**config.mk**
```make
export PLATFORM = sky130hd
export DESIGN_NAME = uart_msg_check_flat
export DESIGN_NICKNAME = d
export VERILOG_FILES = /design/src/rtl/uart_msg_pkg.sv /design/src/rtl/uart_msg_if.sv /design/src/rtl/uart_msg_rom.sv /design/src/rtl/uart_msg_check.sv /design/src/flat_wrapper.sv
export SDC_FILE = /design/constraint.sdc
export NUM_CORES = 1
export LEC_CHECK = 0
export ABC_CLOCK_PERIOD_IN_PS = 2400
export CORE_ASPECT_RATIO = 1.75
export CORE_UTILIZATION = 49
export DETAILED_ROUTE_END_ITERATION = 8
export GPL_ROUTABILITY_DRIVEN = 0
export GPL_TIMING_DRIVEN = 1
export PLACE_DENSITY = 0.84
export SYNTH_ARGS = -nofsm -noshare
export SYNTH_HDL_FRONTEND = slang
export SYNTH_SLANG_ARGS = --single-unit
```
**constraint.sdc**
```tcl
create_clock -name clk -period 2.4 [get_ports clk]
set_input_delay 0.36 -clock clk [delete_from_list [all_inputs] [get_ports clk]]
set_output_delay 0.36 -clock clk [all_outputs]
set_load 0.03 [all_outputs]
```
**src/rtl/uart_msg_pkg.sv**
```systemverilog
// Shared constants, state type and helpers for the UART message checker.
// MSG is indexed from 0 at the first transmitted byte.
package uart_msg_pkg;

  localparam int MSG_LEN = 16;
  localparam int IDX_W = (MSG_LEN > 1) ? $clog2(MSG_LEN) : 1;

  localparam logic [0:MSG_LEN-1][7:0] MSG = "Metron UART ok!\n";

  typedef enum logic [1:0] {
    IDLE,
    RECV,
    DONE,
    TIMEOUT
  } state_t;

  function automatic logic [7:0] sat_inc(input logic [7:0] v);
    return (v == 8'hFF) ? v : v + 8'd1;
  endfunction

endpackage

```
**src/rtl/uart_msg_if.sv**
```systemverilog
// Byte stream in, checker status out.
// master drives bytes and clear; slave is the checker.
interface uart_msg_if;

  logic [7:0] in_data;
  logic       in_valid;
  logic       clear;
  logic       busy;
  logic       done;
  logic       pass;
  logic       timeout;
  logic       overrun;
  logic [7:0] err_count;
  logic [7:0] rx_count;
  logic [7:0] checksum;

  modport master (
    output in_data, in_valid, clear,
    input  busy, done, pass, timeout, overrun,
    input  err_count, rx_count, checksum
  );

  modport slave (
    input  in_data, in_valid, clear,
    output busy, done, pass, timeout, overrun,
    output err_count, rx_count, checksum
  );

endinterface

```
**src/rtl/uart_msg_rom.sv**
```systemverilog
// Expected-message lookup: index in, byte out, purely combinational.
// Out-of-range indices read as zero.
module uart_msg_rom
  import uart_msg_pkg::*;
(
  input  logic [IDX_W-1:0] idx,
  output logic [7:0]       data
);

  assign data = (int'(idx) < MSG_LEN) ? MSG[idx] : 8'h00;

endmodule

```
**src/rtl/uart_msg_check.sv**
```systemverilog
// Checks a received UART byte stream against the fixed message MSG,
// with inter-byte timeout, mismatch count, checksum and overrun flag.
module uart_msg_check
  import uart_msg_pkg::*;
#(
  parameter int timeout_cycles = 1024
) (
  input logic       clk,
  input logic       rst,
  uart_msg_if.slave bus
);

  localparam int GAP_W = $clog2(timeout_cycles) + 1;
  localparam logic [GAP_W-1:0] GAP_LAST = GAP_W'(timeout_cycles - 1);

  state_t           state;
  logic [GAP_W-1:0] gap;
  logic             busy;
  logic             done;
  logic             pass;
  logic             timeout;
  logic             overrun;
  logic [7:0]       err_count;
  logic [7:0]       rx_count;
  logic [7:0]       checksum;
  logic [7:0]       exp_byte;
  logic [7:0]       rx_next;
  logic [7:0]       err_next;
  logic             last;

  uart_msg_rom u_rom (
    .idx  (rx_count[IDX_W-1:0]),
    .data (exp_byte)
  );

  assign rx_next  = rx_count + 8'd1;
  assign last     = (rx_next == 8'(MSG_LEN));
  assign err_next = (bus.in_data == exp_byte)
                  ? err_count : sat_inc(err_count);

  always_ff @(posedge clk or posedge rst) begin
    if (rst) begin
      state     <= IDLE;
      gap       <= '0;
      busy      <= 1'b0;
      done      <= 1'b0;
      pass      <= 1'b0;
      timeout   <= 1'b0;
      overrun   <= 1'b0;
      err_count <= '0;
      rx_count  <= '0;
      checksum  <= '0;
    end else if (bus.clear) begin
      state     <= IDLE;
      gap       <= '0;
      busy      <= 1'b0;
      done      <= 1'b0;
      pass      <= 1'b0;
      timeout   <= 1'b0;
      overrun   <= 1'b0;
      err_count <= '0;
      rx_count  <= '0;
      checksum  <= '0;
    end else begin
      unique case (state)
        IDLE, RECV: begin
          if (bus.in_valid) begin
            rx_count  <= rx_next;
            err_count <= err_next;
            checksum  <= checksum + bus.in_data;
            gap       <= '0;
            if (last) begin
              state <= DONE;
              busy  <= 1'b0;
              done  <= 1'b1;
              pass  <= (err_next == 8'd0);
            end else begin
              state <= RECV;
              busy  <= 1'b1;
            end
          end else if (state == RECV) begin
            // A byte on the threshold cycle wins over the timeout.
            if (gap == GAP_LAST) begin
              state   <= TIMEOUT;
              busy    <= 1'b0;
              done    <= 1'b1;
              timeout <= 1'b1;
            end else begin
              gap <= gap + 1'b1;
            end
          end
        end
        DONE, TIMEOUT: begin
          if (bus.in_valid) overrun <= 1'b1;
        end
        default: state <= IDLE;
      endcase
    end
  end

  assign bus.busy      = busy;
  assign bus.done      = done;
  assign bus.pass      = pass;
  assign bus.timeout   = timeout;
  assign bus.overrun   = overrun;
  assign bus.err_count = err_count;
  assign bus.rx_count  = rx_count;
  assign bus.checksum  = checksum;

endmodule
```
**src/flat_wrapper.sv**
```systemverilog
// flat-port wrapper written by rule: the top's interface ports become plain ports
module uart_msg_check_flat import uart_msg_pkg::*;
#(
  parameter int timeout_cycles = 1024
)
  (clk, rst, bus_in_data, bus_in_valid, bus_clear, bus_busy, bus_done, bus_pass, bus_timeout, bus_overrun, bus_err_count, bus_rx_count, bus_checksum);
  uart_msg_if bus_i ();
  input logic clk;
  input logic rst;
  input wire logic [$bits(bus_i.in_data)-1:0] bus_in_data;
  input wire logic [$bits(bus_i.in_valid)-1:0] bus_in_valid;
  input wire logic [$bits(bus_i.clear)-1:0] bus_clear;
  output wire logic [$bits(bus_i.busy)-1:0] bus_busy;
  output wire logic [$bits(bus_i.done)-1:0] bus_done;
  output wire logic [$bits(bus_i.pass)-1:0] bus_pass;
  output wire logic [$bits(bus_i.timeout)-1:0] bus_timeout;
  output wire logic [$bits(bus_i.overrun)-1:0] bus_overrun;
  output wire logic [$bits(bus_i.err_count)-1:0] bus_err_count;
  output wire logic [$bits(bus_i.rx_count)-1:0] bus_rx_count;
  output wire logic [$bits(bus_i.checksum)-1:0] bus_checksum;
  assign bus_i.in_data = bus_in_data;
  assign bus_i.in_valid = bus_in_valid;
  assign bus_i.clear = bus_clear;
  assign bus_busy = bus_i.busy;
  assign bus_done = bus_i.done;
  assign bus_pass = bus_i.pass;
  assign bus_timeout = bus_i.timeout;
  assign bus_overrun = bus_i.overrun;
  assign bus_err_count = bus_i.err_count;
  assign bus_rx_count = bus_i.rx_count;
  assign bus_checksum = bus_i.checksum;
  uart_msg_check #(.timeout_cycles(timeout_cycles)) u_core (.clk(clk), .rst(rst), .bus(bus_i));
endmodule
```
==> results.json, run 1 <==
{
  "crit_required_ns": 2.58,
  "synth_top_family_by_area": "simple AND/OR/NAND/NOR gates",
  "post-route-cell-area_um2": 3732,
  "ys_warn_count": 0,
  "async_flop_share_pct": 100.0,
  "ctsHoldBuffers": 0,
  "pre_cts_ws_ns": -0.3124,
  "worst_clock_skew_ns": 0.006860,
  "ys_ff_latch": 42,
  "syn-instance-count": 315,
  "grt_first_pass_wirelength_mm": 11.13,
  "dp.cells": 451,
  "synth_commonest_cells": "42 x dfrtp_1, 35 x nor2_1, 33 x nand2_1, 30 x a21oi_1, 16 x ha_1",
  "initial_utilization_pct": 50.45,
  "pwr_density_cell_nw_per_um2": 448.7,
  "final_antenna_net_count": 0,
  "cp-end-kind": "register",
  "totalWireLength_mm": 7.175,
  "nets": 416,
  "drt_iter0_markers": 110,
  "die_x_um": 59.10,
  "synth_area_leaders": "dfrtp_1 38%, ha_1 7.2%, a21oi_1 5.4%, nor2_1 4.7%, xnor2_1 4.7%",
  "status": "complete, but fails checks",
  "finalPower_mw": 1.675,
  "worst_hold_slack_ns": 0.4314,
  "crit_arrival_ns": 2.83,
  "via_per_inst": 5.659,
  "seq_area_frac_synth_pct": 37.60,
  "synth_mux_area_share_pct": 4.208,
  "cap_violations": 0,
  "grt-ovfl-total": 0,
  "area_delta_synth_final_pct": 33.53,
  "fp.dieH_um": 101.9,
  "rsz0062_at_grt": "true",
  "dr.pass1.iters": 4,
  "finalHoldViolations": 0,
  "antenna_found_initial": 0,
  "grt_pass1_vias": 2496,
  "synth-edff-count": 0,
  "synth_cell_types": 44,
  "min_path_type": "in2async",
  "syn-num-nets": 344,
  "yosysTopAreaCell": "dfrtp_1",
  "finalCritPeriodShare_pct": 110.5,
  "synth_top_cell_area_share_pct": 37.60,
  "finalWorstSetupSlack_ns": -0.2520,
  "route.detailed.drc": 0,
  "grt_util_all_layers_pct": 24.44,
  "place_area_um2": 3506,
  "final_util_pct": 67.37,
  "fmax_ghz": 0.3771,
  "clk_pin_slew_ns": 0.09,
  "peakVddDrop_v": 0.0003423,
  "drv_slew": 0,
  "synth_compound_area_share_pct": 15.71,
  "cp-start-kind": "register",
  "cts_tree": "done",
  "tns_ns": -0.9678,
  "setup_viol": 9,
  "io_pins": 41,
  "avgSynthCellArea_um2": 8.874,
  "crit_fanout": 6,
  "clk_path_buf_depth": 2,
  "diodes": 0,
  "synth_area_um2": 2795,
  "row_count": 36,
  "path_cells": "inv_2 -> ha_2 -> mux2i_1 -> xnor2_1 -> nand3_1 -> a2111oi_4 -> buf_6 -> nand2_2 -> mux2_4 -> o2111ai_4 -> o31ai_2",
  "clock-sinks": 42,
  "cpPeakStageDelay_ns": 0.48,
  "layoutNonFillerInstCount": 464,
  "synth-simple-area-share_pct": 21.71,
  "wl_per_cell_um": 15.46,
  "insertion_delay_ns": 0.30,
  "slew_headroom_pct": 58.14,
  "leakage_nw": 1.544,
  "dp_hpwl_mm": 5.109,
  "cts-root-buf": "clkbuf_8",
  "grt_max_degree": 30,
  "rrSetupSlack_ns": -0.25,
  "worstMarginPinSlew_ns": 0.6272,
  "synthAdderAreaFrac_pct": 7.878,
  "drive_above_1_share_pct": 18.56,
  "min_period_ns": 2.652,
  "cts_buffers": 5,
  "critPathKind": "reg2reg",
  "synth-xor-area-share_pct": 9.400,
  "vias": 2626,
  "cpMaxStageDelayCell": "dfrtp_2",
  "violations": "negative setup slack",
  "port_buffers": 40,
  "core_um2": 5540,
  "h-tree-depth": 2,
  "yosysMostFrequentCell": "dfrtp_1",
  "synthFlopType": "dfrtp_1",
  "dieArea_um2": 6023
}
report_power, final:
group / internal (mW) / switching (mW) / leakage, nW
registers: 0.735 / 0.0346 / 0.572
logic: 0.199 / 0.233 / 0.928
clock network: 0.205 / 0.270 / 0.0441
total: 1.14 / 0.537 / 1.54
area by class of cell:
class,count,area [um2]
clock buffers,5,68.82
repair buffers,76,686.9
inverters,14,55.05
well taps,76,95.09
multi-input cells,248,1752
fillers,428,1808
clock inverters,3,21.27
flip-flops and latches,42,1054
cell families after synthesis:
family                     Yosys count
buffers and inverters               25
DFF                                 42
and+or+nand+nor                    124
adders and majority gates           17
muxes                               10
xor gates and xnor gates            30
AOI/OAI and AO/OA                   67
worst paths after layout:
| path | startpoint | endpoint | cells past startpoint |
|---|---|---|---|
| max | u_core.bus.rx_count[1] | u_core.bus.pass | 11 |
| min | rst | u_core.bus.checksum[5] | 2 |
| max reg2reg | u_core.bus.rx_count[1] | u_core.bus.pass | 11 |
| min reg2reg | u_core.bus.overrun | u_core.bus.overrun | 2 |
| max in group asynchronous | rst | u_core.bus.err_count[2] | 3 |
| min in group clk | u_core.bus.overrun | u_core.bus.overrun | 2 |
worst max-delay path, delay by kind of cell, from the launching register on:
| kind | cells | cell delay (ns) |
|---|---|---|
| AOI/OAI and AO/OA | 3 | 0.62 |
| DFF | 1 | 0.48 |
| muxes | 2 | 0.48 |
| buffers and inverters | 2 | 0.29 |
| adders and majority gates | 1 | 0.28 |
| and+or+nand+nor | 2 | 0.23 |
| xor gates and xnor gates | 1 | 0.15 |
per-layer routing:
| layer | vias up | GRT usage, % | routed length, um | share of wire [%] |
|---|---|---|---|---|
| met5 | - | 0 | 0 | 0 |
| met1 | 1285 | 25.93 | 2642 | 37 |
| met2 | 74 | 45.37 | 4005 | 56 |
| met3 | 26 | 3.797 | 294 | 4.1 |
| li1 | 1241 | - | - | - |
| met4 | 0 | 12.09 | 232 | 3.2 |
timing repair:
item	4_1_cts	5_1_grt
endpoints found under the setup margin	9	10
setup buffers	4	1
gates resized for setup	8	15
pin swaps	5	9
sequential cells by signal, indices dropped and copies added, names as in the netlist:
signal / count
u_core.gap: 11
u_core.bus.checksum: 8
u_core.bus.err_count: 8
u_core.bus.rx_count: 8
u_core.state: 2
u_core.bus.busy: 1
u_core.bus.done: 1
u_core.bus.overrun: 1
u_core.bus.pass: 1
u_core.bus.timeout: 1
placed cells by master (no fill, tap or decap), drive strengths merged, types with 4 or more instances in the layout:
master,instances
dfrtp,42
clkdlybuf4s50,40
buf,36
nor2,35
nand2,34
a21oi,31
ha,16
xnor2,15
xor2,15
inv,14
o21ai,13
nand3,9
nand4,8
mux2i,8
or3,7
nor3,5
nor3b,5
clkbuf,5
nor2b,5
a211oi,5
nand2b,4
and3,4
nand3b,4
No activity file was read; power rests on OpenSTA's default activity.
==> run 2, diff against run 1 <==
--- a/config.mk
+++ b/config.mk
@@ -12,6 +12,7 @@
 export GPL_ROUTABILITY_DRIVEN = 0
 export GPL_TIMING_DRIVEN = 1
 export PLACE_DENSITY = 0.84
+export SETUP_SLACK_MARGIN = 0.05
 export SYNTH_ARGS = -nofsm -noshare
 export SYNTH_HDL_FRONTEND = slang
 export SYNTH_SLANG_ARGS = --single-unit
==> results.json, run 2 (synthesized netlist as in run 1, its figures left out) <==
{
  "status": "complete, but fails checks",
  "violations": "negative setup slack",
  "min_period_ns": 2.644,
  "nets": 416,
  "row_count": 36,
  "worstMarginPinSlew_ns": 0.6725,
  "setup_viol": 9,
  "drv_slew": 0,
  "cts-root-buf": "clkbuf_8",
  "fmax_ghz": 0.3782,
  "route.detailed.drc": 0,
  "peakVddDrop_v": 0.0003829,
  "crit_arrival_ns": 2.84,
  "crit_fanout": 5,
  "initial_utilization_pct": 50.45,
  "drt_iter0_markers": 77,
  "p_int_mw": 1.146,
  "dieArea_um2": 6023,
  "crit_required_ns": 2.60,
  "area_delta_synth_final_pct": 33.75,
  "grt_util_all_layers_pct": 25.39,
  "rsz0062_at_grt": "true",
  "cts_tree": "done",
  "via_per_inst": 5.741,
  "wl_per_cell_um": 15.81,
  "final_util_pct": 67.48,
  "drive_above_1_share_pct": 19.33,
  "fp.dieH_um": 101.9,
  "dp_hpwl_mm": 5.074,
  "cp-end-kind": "register",
  "cp-start-kind": "register",
  "finalHoldViolations": 0,
  "vias": 2664,
  "grt_pass1_vias": 2651,
  "largest_register_ffs": 11,
  "insertion_delay_ns": 0.30,
  "worst_clock_skew_ns": 0.01516,
  "die_x_um": 59.10,
  "pwr_density_cell_nw_per_um2": 452.8,
  "cap_violations": 0,
  "core_um2": 5540,
  "io_pins": 41,
  "pwr-share-seq_pct": 45.6,
  "finalWorstSetupSlack_ns": -0.2443,
  "finalPower_mw": 1.693,
  "grt_first_pass_wirelength_mm": 11.74,
  "clock-sinks": 42,
  "p_clk_share_pct": 28.1,
  "seqCellArea_um2": 1055,
  "grt-ovfl-total": 0,
  "layoutNonFillerInstCount": 464,
  "regMostFlops": "u_core.gap",
  "clk_pin_slew_ns": 0.09,
  "dp.cells": 454,
  "worst_hold_slack_ns": 0.4541,
  "grt_max_degree": 24,
  "p_switching_uw": 546.7,
  "critPathKind": "reg2reg",
  "h-tree-depth": 2,
  "diodes": 0,
  "finalCritPeriodShare_pct": 110.2,
  "final_antenna_net_count": 0,
  "final_cell_mix": "40 x clkdlybuf4s50_1, 39 x dfrtp_1, 35 x nor2_1",
  "multi_input_area_um2": 1763,
  "port_buffers": 40,
  "leakage_nw": 1.570,
  "n_fill_cell": 435,
  "min_path_type": "in2async",
  "slew_headroom_pct": 55.12,
  "antenna_found_initial": 0,
  "clk_path_buf_depth": 2,
  "layout_commonest_cell": "clkdlybuf4s50_1",
  "swShare_pct": 32.30,
  "totalWireLength_mm": 7.334,
  "dr.pass1.iters": 4,
  "pwr-share-comb_pct": 26.4,
  "cts_buffers": 5
}
run 2: cell counts in the layout (fill, tap and decap cells not counted):
Identical to the previous run, type by type.
run 2: final cells by class:
type	count	area share [%]
clock inverters	3	0.5689
inverters	14	1.539
clock buffers	5	1.841
repair buffers	76	18.14
flip-flops and latches	42	28.21
well taps	76	2.544
multi-input cells	248	47.16
run 2: final timing paths:
check,start,end,slack (ns),cells after the start
worst max-delay path,u_core.bus.rx_count[0],u_core.bus.pass,-0.24,10
worst min-delay path,rst,u_core.bus.checksum[6],0.45,2
worst max register to register,u_core.bus.rx_count[0],u_core.bus.pass,-0.24,10
worst min register to register,u_core.bus.done,u_core.bus.done,0.52,2
max in group asynchronous,rst,u_core.gap[5],1.32,3
min in group clk,u_core.bus.done,u_core.bus.done,0.52,2
run 2: routing by layer:
metal,share of wire (%),track usage (%)
met1,38,27.94
met2,55,46.77
met3,4.0,3.797
met4,3.4,11.36
met5,0,0
run 2: power by group through the flow:
stage,sequential (mW),clock (mW),combinational (mW)
after floorplan,0.823,0,0.203
after global placement,0.781,0,0.404
after detailed placement,0.782,0,0.415
after CTS,0.769,0.481,0.432
after global routing,0.776,0.511,0.485
final,0.771,0.475,0.447
run 2: stage by stage:
stage / instance area (um2) / setup TNS, ns / setup slack, ns
floorplan: 2810 / -0.2319 / -0.2081
global placement: 3516 / -1.179 / -0.2350
detailed placement: 3516 / -2.029 / -0.3686
CTS: 3691 / -0.3743 / -0.1474
global route: 3739 / -1.434 / -0.3002
finish: 3739 / -0.6884 / -0.2443
run 2: worst max-delay path, stage by stage, from the launching register on:
cell and delay, ns:
dfrtp_2 0.45, inv_4 0.07, ha_4 0.16, buf_4 0.14, o21ai_0 0.29, a21oi_1 0.18, o2111a_2 0.37, a21oi_4 0.24
mux2i_2 0.25, o2111ai_2 0.15, o31ai_2 0.23
run 2: timing repair:
item | 4_1_cts | 5_1_grt
endpoints found under the setup margin | 9 | 13
hold buffers | 0 | 0
pin swaps | 9 | 5
setup buffers | 2 | 0
gates resized for setup | 15 | 10
==> run 3, diff against run 2 <==
--- a/config.mk
+++ b/config.mk
@@ -5,13 +5,13 @@
 export SDC_FILE = /design/constraint.sdc
 export NUM_CORES = 1
 export LEC_CHECK = 0
-export ABC_CLOCK_PERIOD_IN_PS = 2400
+export ABC_CLOCK_PERIOD_IN_PS = 3200
 export CORE_ASPECT_RATIO = 1.75
-export CORE_UTILIZATION = 49
+export CORE_UTILIZATION = 59
 export DETAILED_ROUTE_END_ITERATION = 8
 export GPL_ROUTABILITY_DRIVEN = 0
 export GPL_TIMING_DRIVEN = 1
-export PLACE_DENSITY = 0.84
+export PLACE_DENSITY = 0.94
 export SETUP_SLACK_MARGIN = 0.05
 export SYNTH_ARGS = -nofsm -noshare
 export SYNTH_HDL_FRONTEND = slang
==> constraint.sdc (replaced) <==
create_clock -name clk -period 3.2 [get_ports clk]
set_input_delay 0.48 -clock clk [delete_from_list [all_inputs] [get_ports clk]]
set_output_delay 0.48 -clock clk [all_outputs]
set_load 0.03 [all_outputs]
==> results.json, run 3 (synthesized netlist as in run 1, its figures left out) <==
{
  "ctsHoldBuffers": 0,
  "cpMaxStageDelayCell": "mux4_2",
  "drt-met1-wl_mm": 2.455,
  "port_buffers": 40,
  "grt_util_all_layers_pct": 29.58,
  "critPathKind": "reg2reg",
  "vias": 2477,
  "min_path_type": "reg2reg",
  "pwr_density_cell_nw_per_um2": 363.4,
  "grt_max_degree": 43,
  "top_layer": "met4",
  "p_clk_share_pct": 29.8,
  "rsz0062_at_grt": "false",
  "totalWireLength_mm": 6.438,
  "area_delta_synth_final_pct": 20.19,
  "dieArea_um2": 5028,
  "wl_met2_mm": 3.492,
  "clk_pin_slew_ns": 0.08,
  "worst_clock_skew_ns": 0.008479,
  "grt-ovfl-total": 0,
  "crit_fanout": 7,
  "drv_slew": 0,
  "p_int_uw": 826.0,
  "final_util_pct": 74.92,
  "peakVddDrop_v": 0.0004252,
  "final_antenna_net_count": 0,
  "pwr-share-comb_pct": 22.9,
  "crit_required_ns": 3.39,
  "drt_iter0_markers": 66,
  "finalCritPeriodShare_pct": 91.15,
  "crit_arrival_ns": 3.11,
  "dr.pass1.iters": 4,
  "cts_setup_buffers": 0,
  "finalHoldViolations": 0,
  "cpPeakStageDelay_ns": 0.49,
  "clock-sinks": 42,
  "slew_headroom_pct": 58.45,
  "crit_family": "multiplexers",
  "crit_buf_inv": 2,
  "rrSetupSlack_ns": 0.28,
  "p_switching_uw": 395.0,
  "r2r_end": "u_core.bus.pass",
  "worstMarginPinSlew_ns": 0.6233,
  "h-tree-depth": 2,
  "drive_above_1_share_pct": 6.685,
  "crit_top_cell": "inv_1",
  "diodes": 0,
  "insertion_delay_ns": 0.31,
  "io_pins": 41,
  "cp-start-kind": "register",
  "cts_buffers": 5,
  "final_cell_mix": "42 x dfrtp_1, 40 x clkdlybuf4s50_1, 35 x nor2_1",
  "cts-root-buf": "clkbuf_8",
  "nets": 387,
  "regMostFlops": "u_core.gap",
  "leakage_nw": 1.397,
  "setup_viol": 0,
  "cts_tree": "done",
  "path_cells": "inv_1 -> ha_1 -> inv_1 -> mux4_2 -> xor2_1 -> a2111oi_4 -> nand2_2 -> mux2_4 -> o2111ai_2 -> o31ai_2",
  "cap_violations": 0,
  "hold_path_depth": 2,
  "status": "finished, final reports clean",
  "fmax_ghz": 0.3428,
  "r2r-start": "u_core.bus.rx_count[0]",
  "core_um2": 4484,
  "swShare_pct": 32.35,
  "layout_commonest_cell": "dfrtp_1",
  "row_count": 32,
  "ctsResizeCount": 0,
  "clk_path_buf_depth": 2,
  "fp.dieH_um": 93.06,
  "tns_ns": 0,
  "pwr-share-seq_pct": 47.3,
  "via_per_inst": 6.041,
  "grt_pass1_vias": 2577,
  "hp-start": "u_core.bus.overrun",
  "hold-path-endpoint": "u_core.bus.overrun",
  "min_period_ns": 2.917,
  "wl_met3_um": 234,
  "wl_per_cell_um": 15.70,
  "antenna_found_initial": 0,
  "r2r_cells": 10,
  "dp_hpwl_mm": 4.716,
  "initial_utilization_pct": 62.33,
  "cp-end-kind": "register",
  "grt_first_pass_wirelength_mm": 11.03,
  "route.detailed.drc": 0,
  "largest_register_ffs": 11,
  "die_x_um": 54.03
}
## run 3: cell count changes in the layout (fill, tap and decap cells not counted), moves of 3 or more
cell     change
dfrtp_2      -3
buf_4       -27
mux2i_1      +3
dfrtp_1      +3
mux2i_2      -3
## run 3: power groups by stage
stage	Sequential [mW]	Combinational [mW]	Clock (mW)
2_1_floorplan	0.617	0.151	0
6_report	0.577	0.280	0.364
3_5_place_dp	0.587	0.278	0
3_3_place_gp	0.586	0.270	0
5_1_grt	0.581	0.310	0.389
4_1_cts	0.577	0.280	0.367
## run 3: through the flow
step | setup slack, ns | hold WS [ns] | area [um2] | cells | total power [mW]
after CTS | 0.3073 | 0.5307 | 3359 | 410 | 1.223
after detailed placement | 0.2292 | 0.5113 | 3267 | 402 | 0.8650
after global routing | 0.06026 | 0.5641 | 3359 | 410 | 1.280
final | 0.2831 | 0.5184 | 3359 | 410 | 1.221
after global placement | 0.3165 | 0.4860 | 3267 | 402 | 0.8561
after floorplan | 0.4270 | 0.5094 | 2795 | 315 | 0.7677
## run 3: worst min-delay path: cells and delay by family (launching register included)
kind             cells  cell delay [ns]
AO/OA/AOI/OAI        1             0.05
AND/OR/NAND/NOR      1             0.08
flip-flops           1             0.35
## run 3: worst max path at each step
stage	cells past startpoint	startpoint	endpoint
after floorplan	10	u_core.bus.rx_count[0]	u_core.bus.pass
after global placement	9	bus_in_data[2]	u_core.bus.pass
after detailed placement	9	bus_in_data[2]	u_core.bus.pass
after CTS	10	u_core.bus.rx_count[0]	u_core.bus.pass
after global routing	9	u_core.bus.rx_count[1]	u_core.bus.pass
final	10	u_core.bus.rx_count[0]	u_core.bus.pass
## run 3: layer usage
layer | GRT usage, % | vias to the layer above
li1 | - | 1192
met1 | 30.94 | 1196
met2 | 52.16 | 66
met3 | 5.528 | 23
met4 | 16.45 | 0
met5 | 0 | -
## run 3: final cells by class
type	instances	area, um2
clock buffers	5	68.82
clock inverters	3	23.77
fillers	316	1125
inverters	14	52.55
multi-input cells	248	1647
flip-flops and latches	42	1051
well taps	51	63.81
repair buffers	47	452.9
